File: src/rtl/bmatch_vec_driver.sv
// rtl/bmatch_vec_driver.sv - exhaustive vector driver and mapping checker for Boolean matching
//
// Purpose: walks every NI-bit input vector, drives cir1 with it directly and
// cir2 through a latched input permutation/negation, then compares the two
// responses through a latched output permutation/negation. Reports whether
// the candidate mapping is a match, the first failing vector and the number
// of failing vectors.
//
// Optional feature: define BMATCH_EARLY_ABORT_EN to end the run at the first
// mismatching compare (mismatch_cnt then reads 1).
//
// Ports:
//   clk, rst            clock (rising edge) and synchronous active-high reset
//   start               begin a run (sampled only when idle)
//   iperm, ineg         cir2 input i = vec_a[iperm field i] ^ ineg[i]
//   operm, oneg         cir1 output j is checked against cir2 output operm field j ^ oneg[j]
//   vec_a, vec_b        registered stimulus to cir1 / cir2
//   resp_a, resp_b      combinational responses of cir1 / cir2
//   busy, done          run in progress / one-cycle end-of-run pulse
//   match               held result of the last run
//   fail_valid,fail_vec first mismatching vector of the last run
//   mismatch_cnt        number of mismatching vectors in the last run
module bmatch_vec_driver #(
  parameter int NI  = 4,
  parameter int NO  = 2,
  parameter int IPW = $clog2(NI),
  parameter int OPW = $clog2(NO)
) (
  input  logic              clk,
  input  logic              rst,
  input  logic              start,
  input  logic [NI*IPW-1:0] iperm,
  input  logic [NI-1:0]     ineg,
  input  logic [NO*OPW-1:0] operm,
  input  logic [NO-1:0]     oneg,
  output logic [NI-1:0]     vec_a,
  output logic [NI-1:0]     vec_b,
  input  logic [NO-1:0]     resp_a,
  input  logic [NO-1:0]     resp_b,
  output logic              busy,
  output logic              done,
  output logic              match,
  output logic              fail_valid,
  output logic [NI-1:0]     fail_vec,
  output logic [NI:0]       mismatch_cnt
);

`ifdef BMATCH_EARLY_ABORT_EN
  localparam bit ABORT = 1'b1;
`else
  localparam bit ABORT = 1'b0;
`endif

  localparam logic [NI-1:0] VEC_ONE = NI'(1);
  localparam logic [NI:0]   CNT_ONE = (NI+1)'(1);

  typedef enum logic [1:0] {
    IDLE  = 2'd0,
    RUN   = 2'd1,
    DRAIN = 2'd2,
    DONE  = 2'd3
  } state_t;

  state_t state;
  state_t state_nx;

  // Configuration captured at start so the inputs may change during a run.
  logic [NI*IPW-1:0] iperm_q;
  logic [NI-1:0]     ineg_q;
  logic [NO*OPW-1:0] operm_q;
  logic [NO-1:0]     oneg_q;

  logic [NI-1:0]     cnt;          // next vector to drive
  logic              drive_valid;  // vec_a/vec_b hold a vector of this run
  logic              cap_valid;    // capture registers hold a vector to compare
  logic [NO-1:0]     cap_a;
  logic [NO-1:0]     cap_b;
  logic [NI-1:0]     cap_tag;
  logic              cmp_hit;

  // Out-of-range permutation indices fall back to bit 0.
  function automatic logic [NI-1:0] map_in(input logic [NI-1:0]     v,
                                           input logic [NI*IPW-1:0] perm,
                                           input logic [NI-1:0]     neg);
    logic [NI-1:0]  r;
    logic [IPW-1:0] idx;
    r = '0;
    for (int i = 0; i < NI; i++) begin
      idx  = perm[i*IPW +: IPW];
      r[i] = ((int'(idx) < NI) ? v[idx] : v[0]) ^ neg[i];
    end
    return r;
  endfunction

  function automatic logic out_mismatch(input logic [NO-1:0]     ra,
                                        input logic [NO-1:0]     rb,
                                        input logic [NO*OPW-1:0] perm,
                                        input logic [NO-1:0]     neg);
    logic           m;
    logic           sel;
    logic [OPW-1:0] idx;
    m = 1'b0;
    for (int j = 0; j < NO; j++) begin
      idx = perm[j*OPW +: OPW];
      sel = (int'(idx) < NO) ? rb[idx] : rb[0];
      if (ra[j] != (sel ^ neg[j])) m = 1'b1;
    end
    return m;
  endfunction

  // In abort mode nothing is compared once the first failure is recorded,
  // so the captured vectors still in flight are discarded.
  assign cmp_hit = cap_valid && !(ABORT && fail_valid) &&
                   out_mismatch(cap_a, cap_b, operm_q, oneg_q);

  // State register
  always_ff @(posedge clk) begin
    if (rst) state <= IDLE;
    else     state <= state_nx;
  end

  // Next-state logic
  always_comb begin
    state_nx = state;
    case (state)
      IDLE:  if (start) state_nx = RUN;
      RUN: begin
        if (ABORT && fail_valid)  state_nx = DONE;
        else if (cnt == '1)       state_nx = DRAIN;
      end
      DRAIN: begin
        if (ABORT && fail_valid)            state_nx = DONE;
        else if (!drive_valid && !cap_valid) state_nx = DONE;
      end
      DONE:  state_nx = IDLE;
      default: state_nx = IDLE;
    endcase
  end

  // Output logic
  always_comb begin
    busy = (state == RUN) || (state == DRAIN);
    done = (state == DONE);
  end

  // Datapath: drive -> capture -> compare, one stage per edge.
  always_ff @(posedge clk) begin
    if (rst) begin
      iperm_q      <= '0;
      ineg_q       <= '0;
      operm_q      <= '0;
      oneg_q       <= '0;
      cnt          <= '0;
      vec_a        <= '0;
      vec_b        <= '0;
      drive_valid  <= 1'b0;
      cap_valid    <= 1'b0;
      cap_a        <= '0;
      cap_b        <= '0;
      cap_tag      <= '0;
      match        <= 1'b0;
      fail_valid   <= 1'b0;
      fail_vec     <= '0;
      mismatch_cnt <= '0;
    end else if (state == IDLE && start) begin
      iperm_q      <= iperm;
      ineg_q       <= ineg;
      operm_q      <= operm;
      oneg_q       <= oneg;
      cnt          <= '0;
      vec_a        <= '0;
      vec_b        <= ineg;  // vector 0 through the new mapping
      drive_valid  <= 1'b0;
      cap_valid    <= 1'b0;
      match        <= 1'b0;
      fail_valid   <= 1'b0;
      fail_vec     <= '0;
      mismatch_cnt <= '0;
    end else begin
      drive_valid <= (state == RUN);
      if (state == RUN) begin
        vec_a <= cnt;
        vec_b <= map_in(cnt, iperm_q, ineg_q);
        cnt   <= cnt + VEC_ONE;
      end

      cap_valid <= drive_valid;
      if (drive_valid) begin
        cap_a   <= resp_a;
        cap_b   <= resp_b;
        cap_tag <= vec_a;
      end

      if (cmp_hit) begin
        mismatch_cnt <= mismatch_cnt + CNT_ONE;
        if (!fail_valid) begin
          fail_valid <= 1'b1;
          fail_vec   <= cap_tag;
        end
      end

      // The count is final on the edge that enters DONE.
      if (state_nx == DONE && state != DONE) begin
        match       <= (mismatch_cnt == '0);
        drive_valid <= 1'b0;
        cap_valid   <= 1'b0;
      end
    end
  end

endmodule

File: config.mk
export PLATFORM = sky130hd
export DESIGN_NAME = bmatch_vec_driver
export DESIGN_NICKNAME = d
export VERILOG_FILES = /design/src/rtl/bmatch_vec_driver.sv
export SDC_FILE = /design/constraint.sdc
export NUM_CORES = 1
export LEC_CHECK = 0
export ABC_AREA = 1
export CAP_MARGIN = 10
export CORE_ASPECT_RATIO = 1.1
export CORE_MARGIN = 5
export CORE_UTILIZATION = 30
export CTS_BUF_LIST = sky130_fd_sc_hd__clkbuf_4
export CTS_CLUSTER_SIZE = 25
export DETAILED_ROUTE_END_ITERATION = 10
export PLACE_DENSITY = 0.53
export SYNTH_ARGS = -nofsm -noshare
export SYNTH_HDL_FRONTEND = slang
export SYNTH_SLANG_ARGS = --single-unit
File: constraint.sdc
create_clock -name clk -period 1.5 [get_ports clk]
set_clock_uncertainty 0.1 [all_clocks]
set_input_delay 0.225 -clock clk [delete_from_list [all_inputs] [get_ports clk]]
set_output_delay 0.225 -clock clk [all_outputs]
set_load 0.02 [all_outputs]
==> results.yml <==
cts:
  cts.sinks: 51
  clk_pin_slew_ps: 150
  tritoncts_clock_tree: "done"
  cts_max_path_buffers: 2
  root_buffer: "sky130_fd_sc_hd__clkbuf_4"
  tritoncts_buffers: 5
  cts_max_level: 2
  cts_hold_buffers: 0
  worst_skew_pair_later_pin_latency_ps: 380
detailed_routing:
  firstDrtPassIters: 4
  vias: 2283
  drt-wirelength-per-cell_um: 11.17
  detailed_route_vias_per_instance: 4.407
  route.final.wire_length_um: 5785
  post-route-drc-count: 0
  antenna_violating_nets_remaining: 0
  first_iter_violations: 105
pwr:
  p_clk_share_pct: 12.0
  p_leak_uw: 0.001418
  switching_power_uw: 2212
  total_power_after_layout_uw: 5307
  sw_frac_of_total_pct: 41.68
  combinational_share_of_power_pct: 54.1
  ir_drop_mv: 1.257
  power_frac_seq_pct: 33.9
  powerDensity_mw_per_mm2: 1559
  power_report.internal_total_uw: 3095
yosys:
  synth_cell_type_count: 27
  syn_inst: 338
  seq_area_frac_synth_pct: 42.26
  postSynthNetCount: 369
  synth_xor_area_share_pct: 1.813
  syn-cell-area_mm2: 0.002416
  yosys_warnings: 0
  synth_compound_area_share_pct: 15.02
  syn_avg_cell_area_um2: 7.148
  seq_cells_post_synth: 51
  synthSimpleGateAreaFrac_pct: 25.95
  yosys.area_share.adder_pct: 4.143
  muxShareOfSynthArea_pct: 0
  synth_top_family_by_area: "simple AND/OR/NAND/NOR gates"
global_routing:
  groute.usage.overall_pct: 11.86
  first_pass_grt_wire_length_um: 9584
  grt_remaining_overflow: 0
  via_count_of_the_first_global_routing_pass: 2127
  antenna_found_initial: 0
  pin_count_of_the_biggest_net_entering_global_routing: 33
setup_path:
  worstPathMaxFanout: 3
  rr_endpoint: "cap_tag[0]$_SDFFE_PP0P_"
  ff_to_ff_start: "state[1]$_SDFF_PP0_"
  setup.worst_path.start: "state[0]$_SDFF_PP0_"
  slowest_delay_ps: 350
  required_ps: 1170
  crit_path_end_kind: "output port"
  r2r_cells: 7
  reg2reg_slack_ps: 40
  slowest_stage: "sky130_fd_sc_hd__dfxtp_2"
  critPathKind: "reg2out"
  timing.critical_path.arrival_ps: 1170
  crit_path_start_kind: "register"
  critPathCapture: "done"
  series_of_cell_instances_along_the_critical_path: "buf_4 > ha_4 > buf_6"
floorplanning:
  rows: 34
  chipHeight_um: 104.1
  floorplan.die_area_mm2: 0.009950
  dieWidth_um: 95.57
  floorplan.initialDensity_pct: 30.70
  placeableCoreArea_mm2: 0.007870
  io_pins: 44
status:
  status: "finished, final reports clean"
layout:
  finish.net_count: 440
  final_cell_count_no_fill: 518
  flow.area_growth_from_synthesis_pct: 40.91
  layout.cells.most_common_list: "76 x sky130_fd_sc_hd__nand2_1, 43 x sky130_fd_sc_hd__dfxtp_1, 40 x sky130_fd_sc_hd__inv_1, 28 x sky130_fd_sc_hd__buf_4, 26 x sky130_fd_sc_hd__a21oi_1"
  final_layout_size_suffix_gt1_share_pct: 22.93
  filler_cell_count: 848
  n_antenna_cell: 0
  most_frequent_standard_cell_in_the_layout_excluding_fill_and_tap_cells: "sky130_fd_sc_hd__nand2_1"
timing:
  final-setup-viol-count: 0
  period_minus_slack_ps: 1495
  layout_worst_path_cycle_share_pct: 99.64
  final_max_slew_viol_count: 0
  rsz0062_at_grt: "yes"
  timing.slew.headroom_pct: 81.37
  finalHoldViolations: 0
  max_slew.worst_pin.slew_ps: 278.6
  max_freq_mhz: 669.1
place:
  port_buffers: 43
  globalplace.congestion: 0.8097
  dp_cells: 508
  detailed_place_hpwl_um: 4235
worst_hold_path:
  min_path_type: "in2reg"
job:
  count_of_max_cap_constraint_violations: 0
what timing repair did:
item / in CTS / in global routing
setup endpoints to repair: 31 / 40
setup buffers: 0 / 1
pin swaps: 0 / 13
cloned: 1 / 0
gates resized for setup: 36 / 56
synthesized netlist by cell type:
cell	count	area (um^2)
sky130_fd_sc_hd__nand2_4	2	22.52
sky130_fd_sc_hd__inv_1	45	168.9
sky130_fd_sc_hd__nor2_1	27	101.4
sky130_fd_sc_hd__inv_6	1	8.760
sky130_fd_sc_hd__nor3_1	7	35.03
sky130_fd_sc_hd__buf_4	1	7.510
sky130_fd_sc_hd__a21oi_1	36	180.2
sky130_fd_sc_hd__xnor2_1	2	17.52
sky130_fd_sc_hd__buf_2	4	20.02
sky130_fd_sc_hd__nand2_2	1	6.260
sky130_fd_sc_hd__inv_2	1	3.750
sky130_fd_sc_hd__nor2_8	1	20.02
sky130_fd_sc_hd__clkbuf_8	1	13.76
sky130_fd_sc_hd__o21ai_1	2	10.01
sky130_fd_sc_hd__xor2_1	3	26.28
sky130_fd_sc_hd__a21oi_2	3	26.28
sky130_fd_sc_hd__nand3b_1	1	7.510
sky130_fd_sc_hd__nand2_1	81	304.0
sky130_fd_sc_hd__clkbuf_2	1	5.000
sky130_fd_sc_hd__nand3_1	21	105.1
sky130_fd_sc_hd__dfxtp_1	51	1021
sky130_fd_sc_hd__buf_6	2	22.52
sky130_fd_sc_hd__o22ai_1	1	6.260
sky130_fd_sc_hd__clkbuf_1	3	11.26
sky130_fd_sc_hd__nand4_1	4	25.02
sky130_fd_sc_hd__ha_1	8	100.1
sky130_fd_sc_hd__o21ai_0	28	140.1
metal layers:
layer,global-route usage [%],share of wire [%],wire length [um]
met1,14.88,46,2638
met2,19.87,50,2874
met3,2.460,3.2,186
met4,3.963,1.5,85
met5,0,0,0
cell families after synthesis:
| kind of cell | after synthesis |
|---|---|
| xor+xnor | 5 |
| compound gates | 70 |
| buf+inv | 59 |
| flops | 51 |
| simple gates | 145 |
| fa+ha+maj | 8 |
final cells by class:
type	instances	area (um^2)	area share (%)
Clock buffer	5	37.54	1.103
Inverter	47	186.4	5.476
Timing Repair inverter	1	7.507	0.2205
Multi-Input combinational cell	228	1282	37.67
Clock inverter	3	20.02	0.5880
Tap cell	108	135.1	3.969
Timing Repair Buffer	75	704.4	20.69
Sequential cell	51	1031	30.28
power by group through the flow:
stage | Sequential, uW | Clock (uW) | Combinational (uW)
3_3_place_gp | 1800 | 0 | 2520
6_report | 1800 | 637 | 2870
4_1_cts | 1780 | 666 | 2520
3_5_place_dp | 1810 | 0 | 2530
2_1_floorplan | 1890 | 0 | 1430
5_1_grt | 1840 | 740 | 3170
registers in the layout, summed over array words and instances, names as in the netlist:
| signal | flops |
|---|---|
| cap_a | 2 |
| cap_b | 2 |
| cap_tag | 4 |
| cap_valid | 1 |
| cnt | 4 |
| drive_valid | 1 |
| fail_valid | 1 |
| fail_vec | 4 |
| ineg_q | 4 |
| iperm_q | 8 |
| match | 1 |
| mismatch_cnt | 5 |
| oneg_q | 2 |
| operm_q | 2 |
| state | 2 |
| vec_a | 4 |
| vec_b | 4 |
through the flow:
step | setup TNS (ps) | setup WS, ps | hold WS [ps] | area, um^2 | utilization, %
6_report | 0 | 5.458 | 327.5 | 3405 | 43.26
5_1_grt | -422.3 | -55.32 | 324.5 | 3405 | 43.26
4_1_cts | -59.14 | -59.14 | 308.5 | 3246 | 41.24
3_5_place_dp | -2628 | -175.9 | 351.0 | 3184 | 40.46
3_3_place_gp | -2249 | -138.5 | 352.5 | 3184 | 40.46
2_1_floorplan | 0 | 0.5800 | 291.7 | 2416 | -
how the worst min path moves through the flow:
stage	from	to	slack (ps)	depth (start not counted)
floorplan	iperm[1]	iperm_q[1]$_SDFFE_PP0P_	290	2
global placement	cap_tag[3]$_SDFFE_PP0P_	cap_tag[3]$_SDFFE_PP0P_	350	2
detailed placement	cap_tag[3]$_SDFFE_PP0P_	cap_tag[3]$_SDFFE_PP0P_	350	2
CTS	ineg[0]	ineg_q[0]$_SDFFE_PP0P_	310	3
global route	ineg[0]	ineg_q[0]$_SDFFE_PP0P_	320	3
finish	ineg[0]	ineg_q[0]$_SDFFE_PP0P_	330	3
worst max-delay path, delay by kind of cell, from the launching register on:
kind,cells,cell delay (ps)
DFF,1,350
buffers and inverters,2,280
adders and majority gates,1,170
Note: power is estimated with default switching activity, not from simulation.
